### src/rtl/fpu_issue_queue.sv
// Issue queue in front of a fixed-latency fpu: request FIFO, tagged in-flight
// shift register and result FIFO, with credit-based issue so results always fit.
module fpu_issue_queue #(
  parameter int BIT_SIZE    = 31,
  parameter int FPU_LATENCY = 4,
  parameter int DEPTH       = 4,
  parameter int TAG_W       = 4
) (
  input  logic                clk,
  input  logic                rst,
  input  logic                req_valid,
  output logic                req_ready,
  input  logic [2:0]          req_op,
  input  logic [1:0]          req_rmode,
  input  logic [BIT_SIZE:0]   req_opa,
  input  logic [BIT_SIZE:0]   req_opb,
  input  logic [TAG_W-1:0]    req_tag,
  output logic [2:0]          fpu_op,
  output logic [1:0]          fpu_rmode,
  output logic [BIT_SIZE:0]   fpu_opa,
  output logic [BIT_SIZE:0]   fpu_opb,
  input  logic [BIT_SIZE:0]   fpu_out,
  input  logic [7:0]          fpu_flags,
  output logic                res_valid,
  input  logic                res_ready,
  output logic [BIT_SIZE:0]   res_data,
  output logic [7:0]          res_flags,
  output logic [TAG_W-1:0]    res_tag,
  output logic                busy
);
  localparam int DW = BIT_SIZE + 1;
  localparam int PW = $clog2(DEPTH);
  localparam int CW = $clog2(DEPTH + 1);
  localparam logic [CW-1:0] FULL_C  = CW'(DEPTH);
  localparam logic [CW:0]   CREDITS = (CW + 1)'(DEPTH);

  typedef struct packed {
    logic [2:0]       op;
    logic [1:0]       rmode;
    logic [DW-1:0]    opa;
    logic [DW-1:0]    opb;
    logic [TAG_W-1:0] tag;
  } req_t;

  typedef struct packed {
    logic [DW-1:0]    data;
    logic [7:0]       flags;
    logic [TAG_W-1:0] tag;
  } res_t;

  req_t             req_mem [DEPTH];
  logic [PW-1:0]    req_wr_ptr_reg, req_rd_ptr_reg;
  logic [CW-1:0]    req_count_reg;
  res_t             res_mem [DEPTH];
  logic [PW-1:0]    res_wr_ptr_reg, res_rd_ptr_reg;
  logic [CW-1:0]    res_count_reg;
  logic [FPU_LATENCY-1:0] stage_valid_reg;
  logic [TAG_W-1:0] stage_tag_reg [FPU_LATENCY];

  logic       req_accept, issue, capture, res_pop;
  logic [CW:0] inflight, credit_used;
  req_t       req_head;
  res_t       res_head;

  always_comb begin
    inflight = '0;
    for (int i = 0; i < FPU_LATENCY; i++)
      inflight = inflight + (CW + 1)'(stage_valid_reg[i]);
  end

  // Every in-flight op already owns a result slot, so issue only when one is still free.
  assign credit_used = inflight + {1'b0, res_count_reg};
  assign req_ready   = (req_count_reg != FULL_C);
  assign req_accept  = req_valid && req_ready;
  assign issue       = (req_count_reg != '0) && (credit_used < CREDITS);
  assign capture     = stage_valid_reg[FPU_LATENCY-1];
  assign res_valid   = (res_count_reg != '0);
  assign res_pop     = res_valid && res_ready;
  assign req_head    = req_mem[req_rd_ptr_reg];
  assign res_head    = res_mem[res_rd_ptr_reg];
  assign busy        = (req_count_reg != '0) || (inflight != '0) || res_valid;

  // Head is masked while empty so the result outputs read zero after reset.
  assign res_data  = res_valid ? res_head.data  : '0;
  assign res_flags = res_valid ? res_head.flags : '0;
  assign res_tag   = res_valid ? res_head.tag   : '0;

  always_ff @(posedge clk) begin
    if (req_accept)
      req_mem[req_wr_ptr_reg] <= '{op: req_op, rmode: req_rmode, opa: req_opa,
                                   opb: req_opb, tag: req_tag};
    if (capture)
      res_mem[res_wr_ptr_reg] <= '{data: fpu_out, flags: fpu_flags,
                                   tag: stage_tag_reg[FPU_LATENCY-1]};
  end

  always_ff @(posedge clk) begin
    if (rst) begin
      req_wr_ptr_reg <= '0;
      req_rd_ptr_reg <= '0;
      req_count_reg  <= '0;
      res_wr_ptr_reg <= '0;
      res_rd_ptr_reg <= '0;
      res_count_reg  <= '0;
    end else begin
      if (req_accept) req_wr_ptr_reg <= req_wr_ptr_reg + PW'(1);
      if (issue)      req_rd_ptr_reg <= req_rd_ptr_reg + PW'(1);
      if (req_accept && !issue)      req_count_reg <= req_count_reg + CW'(1);
      else if (!req_accept && issue) req_count_reg <= req_count_reg - CW'(1);

      if (capture) res_wr_ptr_reg <= res_wr_ptr_reg + PW'(1);
      if (res_pop) res_rd_ptr_reg <= res_rd_ptr_reg + PW'(1);
      if (capture && !res_pop)      res_count_reg <= res_count_reg + CW'(1);
      else if (!capture && res_pop) res_count_reg <= res_count_reg - CW'(1);
    end
  end

  always_ff @(posedge clk) begin
    if (rst) begin
      fpu_op    <= '0;
      fpu_rmode <= '0;
      fpu_opa   <= '0;
      fpu_opb   <= '0;
    end else if (issue) begin
      fpu_op    <= req_head.op;
      fpu_rmode <= req_head.rmode;
      fpu_opa   <= req_head.opa;
      fpu_opb   <= req_head.opb;
    end
  end

  // Tags travel alongside the op; only the valid bits need clearing on reset.
  always_ff @(posedge clk) begin
    if (rst) stage_valid_reg <= '0;
    else     stage_valid_reg <= {stage_valid_reg[FPU_LATENCY-2:0], issue};
  end

  always_ff @(posedge clk) begin
    stage_tag_reg[0] <= req_head.tag;
    for (int i = 1; i < FPU_LATENCY; i++)
      stage_tag_reg[i] <= stage_tag_reg[i-1];
  end
endmodule
### config.mk
export PLATFORM = sky130hd
export DESIGN_NAME = fpu_issue_queue
export DESIGN_NICKNAME = d
export VERILOG_FILES = /design/src/rtl/fpu_issue_queue.sv
export SDC_FILE = /design/constraint.sdc
export NUM_CORES = 1
export LEC_CHECK = 0
export BUFFER_PORTS_ARGS = -buffer_cell sky130_fd_sc_hd__clkbuf_2
export CAP_MARGIN = 20
export CORE_ASPECT_RATIO = 1.1
export CORE_UTILIZATION = 32
export DETAILED_ROUTE_END_ITERATION = 6
export GPL_ROUTABILITY_DRIVEN = 0
export SETUP_SLACK_MARGIN = 0.3
export SYNTH_ARGS = -nofsm -noshare
export SYNTH_HDL_FRONTEND = slang
export SYNTH_SLANG_ARGS = --single-unit
export TNS_END_PERCENT = 50
### constraint.sdc
create_clock -name clk -period 3.3 [get_ports clk]
set_input_delay 0.165 -clock clk [delete_from_list [all_inputs] [get_ports clk]]
set_output_delay 0.165 -clock clk [all_outputs]
set_load 0.005 [all_outputs]
==> results by group, run 1 <==
Drt
  • Post-DR wirelength/cell: 21.1 um
  • Detailed Route Iter0 Violations: 783
  • Initial DRT Pass Iterations: 4
  • Via count: 11,908
  • Routed WL: 50,600 um
  • Vias/cell: 4.98
  • Routed Antenna Nets: 0
  • Post-route DRC: 0

Run status
  • Status: finished, final reports clean

Placed design
  • IO buf count: 232
  • DPL Wire Length: 28,500 um

Synth
  • Synth Cell Area: 0.0216 mm2
  • Post-synth EDFFs: 468
  • Sequential area share after synthesis: 0.750
  • Ys Warns: 0
  • Yosys reg bits: 575
  • Fraction of registers with async set/reset: 0
  • Ys flop type: edfxtp_1
  • Mapped Nets: 1,258
  • Cell count after synthesis: 1,124
  • Syn_area_per_cell: 19.2 um2
  • Synth cell types: 31

Power and ir drop
  • VDD IR max: 0.538 mV
  • Leak: 9.33 nW
  • Int Pwr: 15.3 mW
  • Sw Ratio: 0.286
  • Combinational cell fraction of total power: 0.232
  • NetSw: 6.13 mW
  • Clock Power Share: 0.329
  • Part of the power in registers: 0.439
  • PwrDens: 789 mW/mm2

Global route
  • M1 GR Usage: 0.184
  • Vias in the first global route: 12,744
  • GRT Overall Usage: 0.148
  • Grt ovf: 0
  • Global-route wire length before repair: 77,100 um
  • Initial antenna violation count: 6
  • Largest net degree at the start of global routing: 71
  • Grt met3 use: 0.0421
  • Layer with the highest usage: met2
  • GR Util met2: 0.248

CTS
  • Inserted Clock Buffers: 60
  • Worst-Skew Late Latency: 0.63 ns
  • CTS root buffer: clkbuf_16
  • Clock Sinks: 575
  • Clock-pin slew on the worst setup and hold paths: 0.06 ns
  • CTS tree: built
  • Max Root-Sink Buffers: 3
  • CTS H-tree depth: 2

Timing
  • Final period util: 0.900
  • Final Hold Vio Count: 0
  • RSZ-0062 raised after global routing: yes
  • Min cycle time layout: 2.97 ns
  • Worst slew pin tran: 1.04 ns
  • Clock Skew: 0.0439 ns
  • # setup viols final: 0
  • Relative slew slack: 0.307
  • Post-route setup TNS: 0 ns
  • F_max: 0.337 GHz
  • Fin. max-slew vios: 0

Layout
  • Largest register FFs: 292
  • Fin util: 0.408
  • Fraction of layout cells with a size suffix above 1: 0.336
  • Area grow syn2layout: 25.8%
  • Final nets: 1,612
  • Biggest regs: req_mem (292), res_mem (176)
  • Filler cells: 5,925
  • Largest Register: req_mem

Job
  • Max_cap viols: 0

Worst setup path
  • Critical-path top delay cell: and3_4
  • Crit path kind: register to register
  • CP arrival: 3.48 ns
  • Crit start category: register
  • CP Max Fanout: 69
  • Buf/Inv on CP: 2
  • CP top delay family: adder cells
  • Setup crit end kind: register
  • Critical Path RT: 3.81 ns
  • Worst-path cell chain: inv_1 -> fa_1 -> inv_1 -> ha_2 -> ha_4 -> ha_4 -> and3_4 -> o31ai_1 -> a21oi_1
  • Critical path's largest stage delay: 0.86 ns

Floorplan
  • Ports: 233
  • Die ar.: 0.0685 mm2
  • Starting Density: 0.325
  • Core Region: 0.0665 mm2
  • Die Wd: 250 um
  • Die H: 274 um
  • # rows: 99

Hold path
  • Hold WC Path Type: input pin to register
## worst register-to-register path: stages (launching register included)
cell     delay (ns)
dfxtp_1        0.30
inv_1          0.06
fa_1           0.53
inv_1          0.05
ha_2           0.17
ha_4           0.22
ha_4           0.27
and3_4         0.86
o31ai_1        0.20
a21oi_1        0.20
## power groups by stage
stage,combinational [mW],clock (mW),sequential [mW]
6_report,4.97,7.05,9.40
5_1_grt,5.44,7.51,9.53
4_1_cts,5.04,7.27,9.44
3_5_place_dp,4.89,0,9.58
3_3_place_gp,4.83,0,9.55
2_1_floorplan,3.27,0,9.24
## cells in the final DEF (no fill, tap or decap), drive strengths merged, types with 3 or more instances in the layout
| master | Yosys | routed |
|---|---|---|
| edfxtp | 468 | 468 |
| clkbuf | 44 | 312 |
| mux4 | 117 | 117 |
| dlygate4sd3 | 0 | 115 |
| dfxtp | 107 | 107 |
| a21oi | 73 | 73 |
| nand4 | 70 | 70 |
| o31ai | 70 | 70 |
| nor2b | 47 | 47 |
| buf | 41 | 31 |
| clkinv | 0 | 20 |
| nor2 | 15 | 15 |
| inv | 14 | 15 |
| ha | 14 | 14 |
| xor2 | 6 | 6 |
| bufinv | 0 | 6 |
| diode | 0 | 5 |
| and3 | 5 | 5 |
| nand3 | 5 | 5 |
| and2 | 4 | 4 |
| o21ai | 4 | 4 |
| clkinvlp | 0 | 4 |
| nor3 | 4 | 4 |
| or3 | 4 | 4 |
| mux2 | 3 | 3 |
| mux2i | 3 | 3 |
| fa | 3 | 3 |
## cell type report
class	instances	area, um2	area share
flip-flops and latches	575	16200	0.597
multi-input cells	450	5030	0.185
repair buffers	377	2670	0.0983
clock buffers	81	1780	0.0654
well taps	858	1070	0.0395
clock inverters	31	337	0.0124
inverters	14	52.6	0.00193
diodes	5	12.5	0.000461
## layer usage
layer  vias up  share of wire
met4         4          0.022
met2       359           0.49
met1      6157           0.41
met5         -        0.00045
met3        77          0.072
li1       5311              -
## what timing repair did
item | in CTS | in global routing
setup endpoints to repair | 45 | 65
hold buffers | 115 | 0
pin swaps | 3 | 1
resized for setup | 3 | 0
endpoints found under the hold margin | 458 | 0
setup buffers | 2 | 1
gates cloned | 0 | 0
## final timing paths
check                                startpoint                             to  cells after the start  slack [ns]
setup / recovery  stage_valid_reg[0]$_SDFF_PP0_       fpu_opa[14]$_SDFFE_PP0P_                      9        0.33
hold / removal                              rst  stage_valid_reg[1]$_SDFF_PP0_                      2        0.10
setup reg to reg  stage_valid_reg[0]$_SDFF_PP0_       fpu_opa[14]$_SDFFE_PP0P_                      9        0.33
hold reg to reg     stage_tag_reg[2][3]$_DFF_P_    stage_tag_reg[3][3]$_DFF_P_                      0        0.32
## per-stage QoR
step	worst slack, ns	hold WS [ns]	instances	area, um2	total power [mW]
global placement	0.213	0.314	2156	23900	14.4
detailed placement	0.166	0.312	2156	23900	14.5
CTS	0.277	0.0383	2385	27100	21.7
floorplan	0.318	0.264	1124	21700	12.5
global route	0.181	0.0843	2389	27200	22.5
finish	0.330	0.101	2391	27200	21.4
## cell usage after synthesis (all sizes together) (5+ instances only)
| cell type | n | area [um2] |
|---|---|---|
| a21oi | 73 | 365 |
| and3 | 5 | 31.3 |
| buf | 41 | 275 |
| clkbuf | 44 | 166 |
| dfxtp | 107 | 2140 |
| edfxtp | 468 | 14100 |
| ha | 14 | 175 |
| inv | 14 | 52.6 |
| mux4 | 117 | 2640 |
| nand3 | 5 | 25.0 |
| nand4 | 70 | 438 |
| nor2 | 15 | 56.3 |
| nor2b | 47 | 294 |
| o31ai | 70 | 576 |
| xor2 | 6 | 52.6 |
## cells by family after synthesis
logic type                 after synthesis  share of synthesized area
AOI/OAI and AO/OA                      148                     0.0449
xor gates and xnor gates                 7                    0.00284
adders and majority gates               17                     0.0109
buffers and inverters                   99                     0.0229
DFF                                    575                      0.750
muxes                                  123                      0.125
and+or+nand+nor                        155                     0.0434
Power figures use the tool's default switching activity.
==> run 2: changes to the inputs <==
- CORE_UTILIZATION: 32 -> 50
- PLACE_DENSITY: default -> 0.72
==> run 2 against run 1 <==
Global-route usage increased by 6.3 points; sequential share of layout area grew 1.6 points; largest cell class unchanged; largest power group unchanged; critical endpoint is now req_count_reg[2]$_SDFFE_PP0P_; flip-flop and latch count unchanged; worst hold slack improved by 0.032 ns; via count shrank 0.88%.
==> results by group, run 2 (synthesis gave the netlist of run 1 again) <==
Run status
  • Status: finished, final reports clean

CTS
  • CTS H-tree depth: 2 (unchanged)
  • Inserted Clock Buffers: 57 (-5.0%)
  • CTS root buffer: clkbuf_16
  • Max Root-Sink Buffers: 3 (unchanged)
  • CTS tree: built
  • Worst-Skew Late Latency: 0.61 ns (-0.02 ns)
  • Clock Sinks: 575 (unchanged)
  • Clock-pin slew on the worst setup and hold paths: 0.06 ns (about the same)

Worst setup path
  • Register-to-Register Path Depth: 14 (+5)
  • CP Launch Point: stage_valid_reg[0]$_SDFF_PP0_
  • Critical path's largest stage delay: 0.53 ns (-0.33 ns)
  • Critical-path top delay cell: fa_1
  • Buf/Inv on CP: 3 (+1)
  • Setup crit end kind: register
  • Crit path capture: req_count_reg[2]$_SDFFE_PP0P_
  • Worst-path cell chain: inv_1 -> fa_1 -> inv_1 -> ha_2 -> ha_4 -> ha_4 -> nand3_4 -> nand3_4 -> ha_4 -> inv_1 -> fa_1 -> xor2_1 -> or3_1 -> a21oi_1
  • Crit start category: register
  • Crit path kind: register to register
  • Flop2flop setup slack: 0.28 ns (-0.05 ns)
  • Critical Path RT: 3.82 ns (about the same)
  • CP arrival: 3.55 ns (+0.07 ns)
  • CP top delay family: adder cells
  • Reg2reg end: req_count_reg[2]$_SDFFE_PP0P_
  • Crit. path cell count: 14 (+5)
  • CP Max Fanout: 2 (-97%)
  • Reg2reg start: stage_valid_reg[0]$_SDFF_PP0_

Global route
  • Initial antenna violation count: 1 (-5)
  • Largest net degree at the start of global routing: 71 (unchanged)
  • GRT Overall Usage: 0.211 (+0.0628)
  • Global-route wire length before repair: 70,400 um (-8.8%)
  • Grt ovf: 0 (unchanged)
  • Vias in the first global route: 12,230 (-4.0%)

Layout
  • Filler cells: 2,991 (-50%)
  • Biggest regs: req_mem (292), res_mem (176)
  • Fraction of layout cells with a size suffix above 1: 0.325 (-0.0109)
  • Commonest cells after routing, fill and taps aside: 468 x edfxtp_1, 231 x clkbuf_2, 117 x mux4_2, 115 x dlygate4sd3_1, 102 x dfxtp_1
  • Area grow syn2layout: 22.5%
  • Final nets: 1,612 (unchanged)
  • Area taken by multi-input logic gates: 0.00502 mm2 (-0.12%)
  • Most common cell after layout, fill and taps aside: edfxtp_1
  • Largest Register: req_mem
  • Reg area: 0.0162 mm2 (unchanged)
  • Largest register FFs: 292 (unchanged)

Placed design
  • IO buf count: 232 (unchanged)
  • DPL Wire Length: 25,700 um (-10%)
  • Pre-CTS setup slack: 0.203 ns (+0.0366 ns)

Power and ir drop
  • Part of the power in registers: 0.458 (+0.019)
  • VDD IR max: 0.585 mV (+8.6%)
  • Combinational cell fraction of total power: 0.241 (+0.009)
  • PnR Total Power: 20.4 mW (-4.8%)
  • NetSw: 5.81 mW (-5.1%)
  • Sw Ratio: 0.285 (-0.000999)
  • Int Pwr: 14.6 mW (-4.7%)
  • Leak: 9.17 nW (-1.7%)
  • Clock Power Share: 0.301 (-0.028)
  • PwrDens: 771 mW/mm2 (-2.2%)

Timing
  • Worst slew pin tran: 0.883 ns (-0.156 ns)
  • Fin. max-slew vios: 0 (unchanged)
  • F_max: 0.331 GHz (-1.8%)
  • Relative slew slack: 0.411 (+0.104)
  • Clock Skew: 0.0216 ns (-0.0223 ns)
  • # setup viols final: 0 (unchanged)
  • Worst setup margin: 0.277 ns (-0.0536 ns)
  • Min cycle time layout: 3.02 ns (+0.0536 ns)
  • Final period util: 0.916 (+0.0162)
  • RSZ-0062 raised after global routing: yes
  • Final Hold Vio Count: 0 (unchanged)
  • Post-route setup TNS: 0 ns (unchanged)

Drt
  • Detailed Route Iter0 Violations: 804 (+2.7%)
  • Routed Antenna Nets: 0 (unchanged)
  • Via count: 11,803 (-0.88%)
  • Initial DRT Pass Iterations: 5 (+1)
  • Post-route DRC: 0 (unchanged)
  • Routed WL: 45,700 um (-9.6%)
  • Post-DR wirelength/cell: 21.8 um (+3.3%)
  • Vias/cell: 5.64 (+13%)

Hold path
  • Hold WC Path Type: input pin to register

Floorplan
  • Die H: 220 um (-20%)
  • Die Wd: 200 um (-20%)
  • # rows: 79 (-20%)
  • Starting Density: 0.509 (+0.185)
  • Core Region: 0.0424 mm2 (-36%)
  • Die ar.: 0.0440 mm2 (-36%)
  • Ports: 233 (unchanged)

Job
  • Max_cap viols: 0 (unchanged)
## run 2: per-stage QoR
step           area (um2)   util  hold slack, ns  std cells
6_report            26400  0.624           0.134       2092
5_1_grt             26400  0.624           0.140       2092
4_1_cts             26400  0.623           0.109       2091
3_5_place_dp        23500  0.554           0.312       1868
3_3_place_gp        23500  0.554           0.312       1868
2_1_floorplan       21700      -           0.264       1124
## run 2: repair_timing
item / in CTS / in global routing
endpoints found under the setup margin: 25 / 25
setup buffers: 3 / 0
gates resized for setup: 1 / 2
pin swaps: 3 / 1
gates cloned: 0 / 0
hold buffers: 115 / 0
hold endpoints to repair: 456 / 0
## run 2: layout make-up
cell class | instances | area share
Antenna cell | 1 | 0.0000946
Clock buffer | 88 | 0.0610
Clock inverter | 17 | 0.00577
Inverter | 14 | 0.00199
Multi-Input combinational cell | 450 | 0.190
Sequential cell | 575 | 0.613
Tap cell | 567 | 0.0268
Timing Repair Buffer | 380 | 0.101
## run 2: worst min-delay path by stage
stage	start	endpoint	slack (ns)	cells past startpoint
after global placement	stage_tag_reg[0][0]$_DFF_P_	stage_tag_reg[1][0]$_DFF_P_	0.31	0
after floorplan	req_tag[0]	req_mem[0][0]$_DFFE_PP_	0.26	0
after CTS	rst	req_count_reg[1]$_SDFFE_PP0P_	0.11	2
after detailed placement	stage_tag_reg[0][0]$_DFF_P_	stage_tag_reg[1][0]$_DFF_P_	0.31	0
after global routing	rst	res_count_reg[0]$_SDFFE_PP0P_	0.14	2
final	rst	fpu_opb[15]$_SDFFE_PP0P_	0.13	2
## run 2: power groups by stage
| stage | Combinational, mW | Sequential (mW) | Clock [mW] |
|---|---|---|---|
| floorplan | 3.27 | 9.24 | 0 |
| global placement | 4.74 | 9.46 | 0 |
| CTS | 4.97 | 9.35 | 6.27 |
| global route | 5.36 | 9.44 | 6.55 |
| detailed placement | 4.80 | 9.49 | 0 |
| finish | 4.92 | 9.34 | 6.13 |
## run 2: layer usage
layer	wire length, um	vias up	global-route usage	part of all wire
li1	-	5295	-	-
met1	18300	5995	0.265	0.40
met2	23100	438	0.364	0.51
met3	3260	75	0.0461	0.071
met4	1010	0	0.0695	0.022
met5	0	-	0	0
==> run 3: changes to the inputs <==
- PLACE_DENSITY: 0.72 -> 0.7
- clock period: 3.3 -> 3 ns (I/O delays scaled with it)
==> run 3 against run 2 <==
Non-clock buffer count increased by 40; sequential power increased by 11%; count of clock-buffer cells in the layout decreased by 10; fmax increased by 3.4%; combinational power increased by 33%; clock power increased by 18%; critical path depth unchanged; sequential share of layout area decreased by 2.8 points; die area unchanged; highest routed layer is now met5.
==> results by group, run 3 (synthesis gave the netlist of run 1 again) <==
Drt
  • Routed Antenna Nets: 0 (unchanged)
  • Detailed Route Iter0 Violations: 816 (+1.5%)
  • Via count: 12,436 (+5.4%)
  • Post-DR wirelength/cell: 24.0 um (+9.7%)
  • Post-route DRC: 0 (unchanged)
  • Routed WL: 51,100 um (+12%)
  • Initial DRT Pass Iterations: 6 (+1)
  • Vias/cell: 5.83 (+3.3%)

Job
  • Max_cap viols: 0 (unchanged)

CTS
  • Clock Sinks: 575 (unchanged)
  • CTS H-tree depth: 2 (unchanged)
  • Max Root-Sink Buffers: 3 (unchanged)
  • Worst-Skew Late Latency: 0.61 ns (about the same)
  • Clock-pin slew on the worst setup and hold paths: 0.06 ns (about the same)
  • Inserted Clock Buffers: 55 (-3.5%)
  • CTS tree: built
  • CTS root buffer: clkbuf_16

Layout
  • Largest Register: req_mem
  • Commonest cells after routing, fill and taps aside: 468 x edfxtp_1, 231 x clkbuf_2, 117 x mux4_2, 115 x dlygate4sd3_1, 101 x dfxtp_1
  • Post-Layout Cell Count: 2,133 (+2.0%)
  • Largest register FFs: 292 (unchanged)
  • Area taken by multi-input logic gates: 0.00539 mm2 (+7.2%)
  • Final nets: 1,651 (+2.4%)
  • Reg area: 0.0162 mm2 (about the same)
  • Biggest regs: req_mem (292), res_mem (176)
  • Fraction of layout cells with a size suffix above 1: 0.380 (+0.0550)
  • Filler cells: 2,849 (-4.7%)
  • Most common cell after layout, fill and taps aside: edfxtp_1
  • Area grow syn2layout: 28.4%

Timing
  • # setup viols final: 0 (unchanged)
  • F_max: 0.342 GHz (+3.4%)
  • Final period util: 0.974 (+0.0583)
  • Fin. max-slew vios: 0 (unchanged)
  • Post-route setup TNS: 0 ns (unchanged)
  • Relative slew slack: 0.376 (-0.0355)
  • Worst slew pin tran: 0.936 ns (+0.0532 ns)
  • Worst setup margin: 0.0766 ns (-0.200 ns)
  • Min cycle time layout: 2.92 ns (-0.100 ns)
  • Final Hold Vio Count: 0 (unchanged)
  • Clock Skew: 0.0202 ns (-0.00135 ns)
  • RSZ-0062 raised after global routing: yes

Placed design
  • Pre-CTS setup slack: 0.0602 ns (-0.142 ns)
  • IO buf count: 232 (unchanged)
  • Placed insts: 1,872 (+0.21%)
  • DPL Wire Length: 25,300 um (-1.5%)

Floorplan
  • # rows: 79 (unchanged)
  • Die Wd: 200 um (unchanged)
  • Ports: 233 (unchanged)
  • Core Region: 0.0424 mm2 (unchanged)
  • Die ar.: 0.0440 mm2 (unchanged)
  • Die H: 220 um (unchanged)
  • Starting Density: 0.509 (unchanged)

Power and ir drop
  • PwrDens: 870 mW/mm2 (+13%)
  • Leak: 9.59 nW (+4.5%)
  • PnR Total Power: 24.1 mW (+18%)
  • VDD IR max: 0.592 mV (+1.2%)

Global route
  • Global-route wire length before repair: 69,600 um (-1.1%)
  • Vias in the first global route: 12,418 (+1.5%)
  • Initial antenna violation count: 2 (+1)
  • GRT Overall Usage: 0.207 (-0.00330)
  • Grt ovf: 0 (unchanged)
  • Largest net degree at the start of global routing: 71 (unchanged)

Hold path
  • Hold Path Depth: 2 (unchanged)
  • Hold WC Path Type: input pin to register

Run status
  • Status: finished, final reports clean

Worst setup path
  • Critical Path RT: 3.55 ns (-0.27 ns)
  • CP Max Fanout: 2 (unchanged)
  • Crit start category: register
  • Setup crit end kind: register
  • Register-to-Register Path Depth: 14 (unchanged)
  • CP arrival: 3.47 ns (-0.08 ns)
  • Crit path kind: register to register
## run 3: cell count changes in the layout (fill, tap and decap cells not counted), moves of 4 or more
cell / previous run / this run
o31ai_1: 60 / 25
o31ai_2: 10 / 29
o31ai_4: 0 / 16
clkbuf_1: 24 / 10
clkbuf_16: 57 / 70
buf_12: 9 / 21
buf_6: 0 / 10
a21oi_1: 73 / 68
a21oi_2: 0 / 5
clkinv_2: 6 / 11
buf_16: 0 / 4
## run 3: worst max-delay path, cell delays in order (launching register included)
cell,delay [ns]
dfxtp_2,0.32
inv_2,0.04
fa_1,0.52
inv_1,0.04
ha_2,0.18
ha_4,0.23
ha_4,0.28
nand3_4,0.08
nand3_4,0.08
ha_4,0.13
inv_2,0.03
fa_2,0.33
xor2_1,0.15
or3_1,0.32
a21oi_2,0.12
## run 3: layer usage
layer	vias to the layer above	routed length, um	global-route usage
met2	544	25700	0.359
met1	6391	20000	0.255
met4	2	1430	0.0767
met5	-	9	0
li1	5395	-	-
met3	104	3990	0.0481
## run 3: where the power goes
group          internal [mW]  switching, mW  total, mW  leakage, nW
registers               9.62          0.743       10.4         5.15
logic                   3.17           3.39       6.56         3.49
clock network           4.27           2.94       7.21        0.952
## run 3: layout make-up
class                   instances  share of cell area
repair buffers                420               0.124
flip-flops and latches        575               0.585
clock inverters                26             0.00993
well taps                     567              0.0256
diodes                          2            0.000180
inverters                      14             0.00189
clock buffers                  78              0.0595
multi-input cells             451               0.194
## run 3: what timing repair did
item                                    in CTS  in global routing
gates resized for setup                      1                 86
endpoints found under the setup margin       4                 73
endpoints found under the hold margin      458                  0
buffers inserted                             5                 14
gates cloned                                 0                 21
pin swaps                                    6                 90
hold buffers                               115                  0
## run 3: final timing paths
check                                startpoint                             to  slack (ns)
hold / removal                              rst       fpu_opb[22]$_SDFFE_PP0P_        0.06
hold reg to reg     stage_tag_reg[2][1]$_DFF_P_    stage_tag_reg[3][1]$_DFF_P_        0.32
setup reg to reg  stage_valid_reg[0]$_SDFF_PP0_  req_count_reg[2]$_SDFFE_PP0P_        0.08
setup / recovery  stage_valid_reg[0]$_SDFF_PP0_  req_count_reg[2]$_SDFFE_PP0P_        0.08
## run 3: stage by stage
| stage | area [um2] | utilization | hold WS (ns) |
|---|---|---|---|
| after floorplan | 21700 | - | 0.249 |
| after global placement | 23600 | 0.557 | 0.310 |
| after detailed placement | 23600 | 0.557 | 0.312 |
| after CTS | 26700 | 0.630 | 0.0260 |
| after global routing | 27700 | 0.654 | 0.0614 |
| final | 27700 | 0.654 | 0.0590 |
